<file path="src/rtl/rv_ctrl_pkg.sv">
// rtl/rv_ctrl_pkg.sv - shared types and encodings for the RV32I multicycle control FSM
package rv_ctrl_pkg;

  typedef enum logic [2:0] {
    FETCH  = 3'd0,
    DECODE = 3'd1,
    EXEC   = 3'd2,
    MEM    = 3'd3,
    WB     = 3'd4,
    TRAP   = 3'd5
  } state_e;

  typedef enum logic [2:0] {
    CLS_R,
    CLS_I,
    CLS_LOAD,
    CLS_STORE,
    CLS_BRANCH,
    CLS_JAL,
    CLS_JALR,
    CLS_ILLEGAL
  } op_class_e;

  typedef enum logic [1:0] {
    TRAP_NONE    = 2'd0,
    TRAP_ILLEGAL = 2'd1,
    TRAP_IMEM_TO = 2'd2,
    TRAP_DMEM_TO = 2'd3
  } trap_cause_e;

  localparam logic [6:0] OPC_R      = 7'b0110011;
  localparam logic [6:0] OPC_I      = 7'b0010011;
  localparam logic [6:0] OPC_LOAD   = 7'b0000011;
  localparam logic [6:0] OPC_STORE  = 7'b0100011;
  localparam logic [6:0] OPC_BRANCH = 7'b1100011;
  localparam logic [6:0] OPC_JAL    = 7'b1101111;
  localparam logic [6:0] OPC_JALR   = 7'b1100111;

  localparam logic [1:0] PC_PLUS4  = 2'd0;
  localparam logic [1:0] PC_PC_IMM = 2'd1;
  localparam logic [1:0] PC_RS1_IMM = 2'd2;

  localparam logic [1:0] WB_ALU  = 2'd0;
  localparam logic [1:0] WB_LOAD = 2'd1;
  localparam logic [1:0] WB_PC4  = 2'd2;

endpackage

</file>
<file path="src/rtl/rv_multicycle_ctrl_if.sv">
// rtl/rv_multicycle_ctrl_if.sv - instruction/data memory req/ack handshake bundle
interface rv_multicycle_ctrl_if;
  logic imem_req;
  logic imem_ack;
  logic dmem_req;
  logic dmem_we;
  logic dmem_ack;

  modport master (output imem_req, dmem_req, dmem_we, input imem_ack, dmem_ack);
  modport slave  (input imem_req, dmem_req, dmem_we, output imem_ack, dmem_ack);
endinterface

</file>
<file path="src/rtl/rv_op_class.sv">
// rtl/rv_op_class.sv - combinational RV32I opcode to instruction class mapping
module rv_op_class
  import rv_ctrl_pkg::*;
(
  input  logic [6:0] opcode,
  output op_class_e  op_class
);

  always_comb begin
    op_class = CLS_ILLEGAL;
    case (opcode)
      OPC_R:      op_class = CLS_R;
      OPC_I:      op_class = CLS_I;
      OPC_LOAD:   op_class = CLS_LOAD;
      OPC_STORE:  op_class = CLS_STORE;
      OPC_BRANCH: op_class = CLS_BRANCH;
      OPC_JAL:    op_class = CLS_JAL;
      OPC_JALR:   op_class = CLS_JALR;
      default:    op_class = CLS_ILLEGAL;
    endcase
  end

endmodule

</file>
<file path="src/rtl/rv_multicycle_ctrl.sv">
// rtl/rv_multicycle_ctrl.sv - multicycle RV32I control FSM with memory handshakes and traps
module rv_multicycle_ctrl
  import rv_ctrl_pkg::*;
#(
  parameter int MEM_TIMEOUT = 15
) (
  input  logic                 clk,
  input  logic                 rst,
  input  logic [6:0]           opcode,
  input  logic                 branch_taken,
  rv_multicycle_ctrl_if.master mem,
  output logic                 ir_we,
  output logic                 pc_we,
  output logic [1:0]           pc_sel,
  output logic                 alu_src_imm,
  output logic                 reg_we,
  output logic [1:0]           wb_sel,
  output logic                 retire,
  output logic                 trap,
  output logic [1:0]           trap_cause,
  output logic [2:0]           state_dbg
);

  localparam bit TO_EN = (MEM_TIMEOUT != 0);
  localparam int CW = TO_EN ? $clog2(MEM_TIMEOUT + 1) : 1;
  // Trap fires when the count would reach MEM_TIMEOUT, i.e. after MEM_TIMEOUT unacked cycles.
  localparam logic [CW-1:0] LIMIT = CW'(TO_EN ? MEM_TIMEOUT - 1 : 0);

  state_e      state_q, state_d;
  trap_cause_e cause_q, cause_d;
  logic [CW-1:0] wait_q, wait_d;
  op_class_e   cls;
  logic        timeout_hit;

  logic imem_req_c, dmem_req_c, dmem_we_c, ir_we_c, pc_we_c;
  logic alu_src_imm_c, reg_we_c, retire_c, trap_c;
  logic [1:0] pc_sel_c, wb_sel_c;

  rv_op_class u_op_class (
    .opcode   (opcode),
    .op_class (cls)
  );

  assign timeout_hit = TO_EN && (wait_q == LIMIT);

  always_ff @(posedge clk or posedge rst) begin
    if (rst) begin
      state_q <= FETCH;
      cause_q <= TRAP_NONE;
      wait_q  <= '0;
    end else begin
      state_q <= state_d;
      cause_q <= cause_d;
      wait_q  <= wait_d;
    end
  end

  always_comb begin
    state_d       = state_q;
    cause_d       = cause_q;
    wait_d        = '0;
    imem_req_c    = 1'b0;
    dmem_req_c    = 1'b0;
    dmem_we_c     = 1'b0;
    ir_we_c       = 1'b0;
    pc_we_c       = 1'b0;
    pc_sel_c      = PC_PLUS4;
    alu_src_imm_c = 1'b0;
    reg_we_c      = 1'b0;
    wb_sel_c      = WB_ALU;
    retire_c      = 1'b0;
    trap_c        = 1'b0;

    case (state_q)
      FETCH: begin
        imem_req_c = 1'b1;
        if (mem.imem_ack) begin
          ir_we_c = 1'b1;
          state_d = DECODE;
        end else if (timeout_hit) begin
          state_d = TRAP;
          cause_d = TRAP_IMEM_TO;
        end else begin
          wait_d = TO_EN ? wait_q + 1'b1 : '0;
        end
      end
      DECODE: begin
        if (cls == CLS_ILLEGAL) begin
          state_d = TRAP;
          cause_d = TRAP_ILLEGAL;
        end else begin
          state_d = EXEC;
        end
      end
      EXEC: begin
        alu_src_imm_c = (cls == CLS_I) || (cls == CLS_LOAD) ||
                        (cls == CLS_STORE) || (cls == CLS_JALR);
        case (cls)
          CLS_LOAD, CLS_STORE: state_d = MEM;
          CLS_BRANCH: begin
            pc_we_c  = 1'b1;
            pc_sel_c = branch_taken ? PC_PC_IMM : PC_PLUS4;
            retire_c = 1'b1;
            state_d  = FETCH;
          end
          default: state_d = WB;
        endcase
      end
      MEM: begin
        dmem_req_c = 1'b1;
        dmem_we_c  = (cls == CLS_STORE);
        if (mem.dmem_ack) begin
          if (cls == CLS_STORE) begin
            pc_we_c  = 1'b1;
            pc_sel_c = PC_PLUS4;
            retire_c = 1'b1;
            state_d  = FETCH;
          end else begin
            state_d = WB;
          end
        end else if (timeout_hit) begin
          state_d = TRAP;
          cause_d = TRAP_DMEM_TO;
        end else begin
          wait_d = TO_EN ? wait_q + 1'b1 : '0;
        end
      end
      WB: begin
        reg_we_c = 1'b1;
        pc_we_c  = 1'b1;
        retire_c = 1'b1;
        state_d  = FETCH;
        case (cls)
          CLS_LOAD: wb_sel_c = WB_LOAD;
          CLS_JAL: begin
            wb_sel_c = WB_PC4;
            pc_sel_c = PC_PC_IMM;
          end
          CLS_JALR: begin
            wb_sel_c = WB_PC4;
            pc_sel_c = PC_RS1_IMM;
          end
          default: wb_sel_c = WB_ALU;
        endcase
      end
      TRAP: trap_c = 1'b1;
      default: state_d = FETCH;
    endcase
  end

  // Reset masks every output so an aborted instruction leaves no partial writes behind.
  assign mem.imem_req = imem_req_c & ~rst;
  assign mem.dmem_req = dmem_req_c & ~rst;
  assign mem.dmem_we  = dmem_we_c & ~rst;
  assign ir_we        = ir_we_c & ~rst;
  assign pc_we        = pc_we_c & ~rst;
  assign pc_sel       = rst ? 2'd0 : pc_sel_c;
  assign alu_src_imm  = alu_src_imm_c & ~rst;
  assign reg_we       = reg_we_c & ~rst;
  assign wb_sel       = rst ? 2'd0 : wb_sel_c;
  assign retire       = retire_c & ~rst;
  assign trap         = trap_c & ~rst;
  assign trap_cause   = rst ? 2'd0 : cause_q;
  assign state_dbg    = rst ? 3'd0 : state_q;

endmodule

</file>
<file path="src/flat_wrapper.sv">
// flat-port wrapper written by rule: the top's interface ports become plain ports
module rv_multicycle_ctrl_flat import rv_ctrl_pkg::*;
#(
  parameter int MEM_TIMEOUT = 15
)
  (clk, rst, opcode, branch_taken, ir_we, pc_we, pc_sel, alu_src_imm, reg_we, wb_sel, retire, trap, trap_cause, state_dbg, mem_imem_req, mem_dmem_req, mem_dmem_we, mem_imem_ack, mem_dmem_ack);
  rv_multicycle_ctrl_if mem_i ();
  input  logic clk;
  input  logic rst;
  input  logic [6:0] opcode;
  input  logic branch_taken;
  output logic ir_we;
  output logic pc_we;
  output logic [1:0] pc_sel;
  output logic alu_src_imm;
  output logic reg_we;
  output logic [1:0] wb_sel;
  output logic retire;
  output logic trap;
  output logic [1:0] trap_cause;
  output logic [2:0] state_dbg;
  output wire logic [$bits(mem_i.imem_req)-1:0] mem_imem_req;
  output wire logic [$bits(mem_i.dmem_req)-1:0] mem_dmem_req;
  output wire logic [$bits(mem_i.dmem_we)-1:0] mem_dmem_we;
  input wire logic [$bits(mem_i.imem_ack)-1:0] mem_imem_ack;
  input wire logic [$bits(mem_i.dmem_ack)-1:0] mem_dmem_ack;
  assign mem_imem_req = mem_i.imem_req;
  assign mem_dmem_req = mem_i.dmem_req;
  assign mem_dmem_we = mem_i.dmem_we;
  assign mem_i.imem_ack = mem_imem_ack;
  assign mem_i.dmem_ack = mem_dmem_ack;
  rv_multicycle_ctrl #(.MEM_TIMEOUT(MEM_TIMEOUT)) u_core (.clk(clk), .rst(rst), .opcode(opcode), .branch_taken(branch_taken), .mem(mem_i), .ir_we(ir_we), .pc_we(pc_we), .pc_sel(pc_sel), .alu_src_imm(alu_src_imm), .reg_we(reg_we), .wb_sel(wb_sel), .retire(retire), .trap(trap), .trap_cause(trap_cause), .state_dbg(state_dbg));
endmodule
</file>
<file path="config.mk">
export PLATFORM = sky130hd
export DESIGN_NAME = rv_multicycle_ctrl_flat
export DESIGN_NICKNAME = d
export VERILOG_FILES = /design/src/rtl/rv_ctrl_pkg.sv /design/src/rtl/rv_multicycle_ctrl_if.sv /design/src/rtl/rv_op_class.sv /design/src/rtl/rv_multicycle_ctrl.sv /design/src/flat_wrapper.sv
export SDC_FILE = /design/constraint.sdc
export NUM_CORES = 1
export LEC_CHECK = 0
export BUFFER_PORTS_ARGS = -buffer_cell sky130_fd_sc_hd__buf_2
export CAP_MARGIN = 20
export CORE_MARGIN = 1
export CORE_UTILIZATION = 50
export CTS_BUF_LIST = sky130_fd_sc_hd__clkbuf_16
export CTS_CLUSTER_SIZE = 30
export DETAILED_ROUTE_END_ITERATION = 16
export HOLD_SLACK_MARGIN = 0.12
export PLACE_DENSITY = 0.88
export SETUP_SLACK_MARGIN = 0.05
export SLEW_MARGIN = 0
export SYNTH_ARGS = -nofsm -noshare
export SYNTH_HDL_FRONTEND = slang
export SYNTH_SLANG_ARGS = --single-unit
export TNS_END_PERCENT = 50
</file>
<file path="constraint.sdc">
create_clock -name clk -period 3.15 [get_ports clk]
set_clock_uncertainty 0.15 [all_clocks]
set_input_delay 0.1575 -clock clk [delete_from_list [all_inputs] [get_ports clk]]
set_output_delay 0.1575 -clock clk [all_outputs]
set_load 0.005 [all_outputs]
</file>
==> run metrics <==
status=complete, no violations; leak pwr=0.4921 nW; Hold Fails Final Rpt=0; Root Driver=clkbuf_16; Mapped Avg Cell Area=8.291 µm²; top-count cell post-synth=nor2_1; Avg Vias per Cell=6.111; vias in the first global route=844; Die Wd=42.52 µm; DRC viols=0; top post-synthesis cells by area=dfrtp_1 27%, nor2b_1 6.9%, nor2_1 5.9%; # Max-Cap Violations=0; sequential share of power=0.302; minimum clock period=2288 ps; Die ar.=0.001808 mm²; DR iter-0 viols=27; dpl cell area=960.9 µm²; Post-Syn Area=820.8 µm²; Reg2Reg Depth=4; number of synthesized flops with an enable pin=0; VDD IR-drop max=0.6295 mV; yosys warns=0; post-DP HPWL=1.716 mm; Worst Path Max Fanout=12; sw frac=0.3416; RSZ-0062 raised after global routing=false; final WL=2.190 mm; clock sink count=9; clock share of power=0.348; Pre-Repair DR Iteration Count=4; CTS H-tree depth=1; P_sw=0.2140 mW; dominant cell type by area after synthesis=dfrtp_1; Max Transition Viols Final=0; share of layout cells above drive strength 1=0.3047; XOR/XNOR Fraction of Synth Area=0.02134; achievable frequency=0.4371 GHz; clock slew seen by the registers of the worst setup and hold paths=40 ps; worst endpoint required time=2840 ps; Power Dens Cells=596.8 mW/mm²; Synth Net Count=113; core area=0.001524 mm²; Synth Area in Simple Gates=0.3933; largest family of logic cells by synthesized area=simple AND/OR/NAND/NOR gates; Port Buf Inserts=29; CP Launch Type=register; period utilization=0.7263; Rows=14; Die Ht=42.52 µm; Clk Latency, worst-skew pair=230 ps; Routed Antenna Nets=0; per-cell routed wire length=15.21 µm; first-pass GRT wire length=3.629 mm; Yosys top cell area share=0.2744; Placer Congestion=0.8640; post-synthesis sequential area ratio=0.2744; Yosys reg bits=9; Slew @ Worst Pin=479.3 ps; post-synthesis adder-cell area fraction=0.03049; slew margin rel.=0.6804; global route total overflow=0; final net count=143; Synth Flop Type=dfrtp_1; final instance area=0.001050 mm²; CTS Buffer Depth=2; number of buffers created by CTS=3; Crit. End Element=output port; mux contribution to synthesized area=0; Via Count=880; final setup fails=0; total track usage=0.2674; compound-cell area share of the yosys netlist=0.2271; critical setup path kind=register to output port; setup_tns=0 ps; internal power=0.4125 mW; IO Count=30; CTS tree=done; Synth Instances=99; Filler Cell Count=123; antenna cells=0; initial antenna violation count=0; CTS-repair resized insts=0; Cell variety after synth=44; Comb pwr share=0.349; Commonest cells post-synth=13 x nor2_1, 9 x dfrtp_1, 9 x nor2b_1; Hold WC Path Type=primary input to register; ys async rst share=1.000; area delta synth->final=27.90%; largest net degree at the start of global routing=15; WP data arrival=1980 ps; hold path cells=3; Initial Utilization=0.5386
## flip-flops by register name, summed over array words and instances, names as in the netlist
register,flops
u_core.wait_q,4
u_core.state_q,3
u_core.cause_q,2
## logic make-up after synthesis
kind of cell             count (synthesis)
AO/OA/AOI/OAI                           23
XOR/XNOR                                 2
adder cells (fa/ha/maj)                  2
flip-flops                               9
AND/OR/NAND/NOR                         53
buffers and inverters                   10
## power by group through the flow
stage | Sequential (mW) | Clock [mW] | Combinational [mW]
after global routing | 0.194 | 0.227 | 0.240
final | 0.189 | 0.218 | 0.219
after CTS | 0.187 | 0.220 | 0.217
after floorplan | 0.160 | 0 | 0.173
after global placement | 0.181 | 0 | 0.208
after detailed placement | 0.188 | 0 | 0.215
## through the flow
| stage | power [mW] | util | setup slack (ps) | hold WS, ps | instances |
|---|---|---|---|---|---|
| floorplan | 0.3331 | - | 1369 | 47.41 | 99 |
| global placement | 0.3890 | 0.6305 | 1248 | 103.7 | 139 |
| detailed placement | 0.4030 | 0.6305 | 1151 | 115.9 | 139 |
| CTS | 0.6243 | 0.6888 | 906.3 | 131.1 | 144 |
| global route | 0.6617 | 0.6888 | 789.1 | 160.9 | 144 |
| finish | 0.6265 | 0.6888 | 862.1 | 140.6 | 144 |
## final timing paths
kind | start | slack [ps] | end
min in group asynchronous | rst | 400 | u_core.wait_q[3]
setup reg to reg | u_core.state_q[1] | 1190 | u_core.state_q[0]
hold reg to reg | u_core.wait_q[0] | 330 | u_core.wait_q[0]
max in group asynchronous | rst | 2200 | u_core.state_q[1]
setup / recovery | u_core.state_q[1] | 860 | pc_we
hold / removal | opcode[4] | 140 | u_core.state_q[2]
## final cells by class
cell class              instances  area [µm²]  share of cell area
inverters                       5       18.77             0.01788
repair buffers                 30       155.1              0.1478
clock inverters                 1       3.754            0.003576
well taps                      16       20.02             0.01907
flip-flops and latches          9       225.2              0.2145
clock buffers                   3       75.07             0.07151
multi-input cells              80       551.8              0.5256
## routing by layer
metal  up-vias  GRT usage  share of wire
met3         5    0.09052          0.069
met4         0    0.09375          0.018
met2        47     0.4277           0.51
met5         -          0              0
met1       414     0.3342           0.41
li1        414          -              -
## worst max-delay path, cell delays in order (launching register included)
cell and delay, ps:
dfrtp_1 620, nand2b_1 260, or4_4 540, o21bai_1 190
buf_2 140
## cells in the final DEF (no fill, tap or decap), types with 3 or more instances in the layout
cell type	instances
nand3_1	3
buf_2	29
nor2b_1	9
nor3_1	4
nor4_1	3
and2_1	3
inv_1	6
o21ai_0	3
dfrtp_1	9
nor2_1	13
nand2_1	4
clkbuf_16	3
## what timing repair did
action / 4_1_cts / 5_1_grt
hold endpoints to repair: 9 / 0
buffers inserted: 0 / 0
hold buffers: 1 / 0
(Power assumes the default switching activity.)
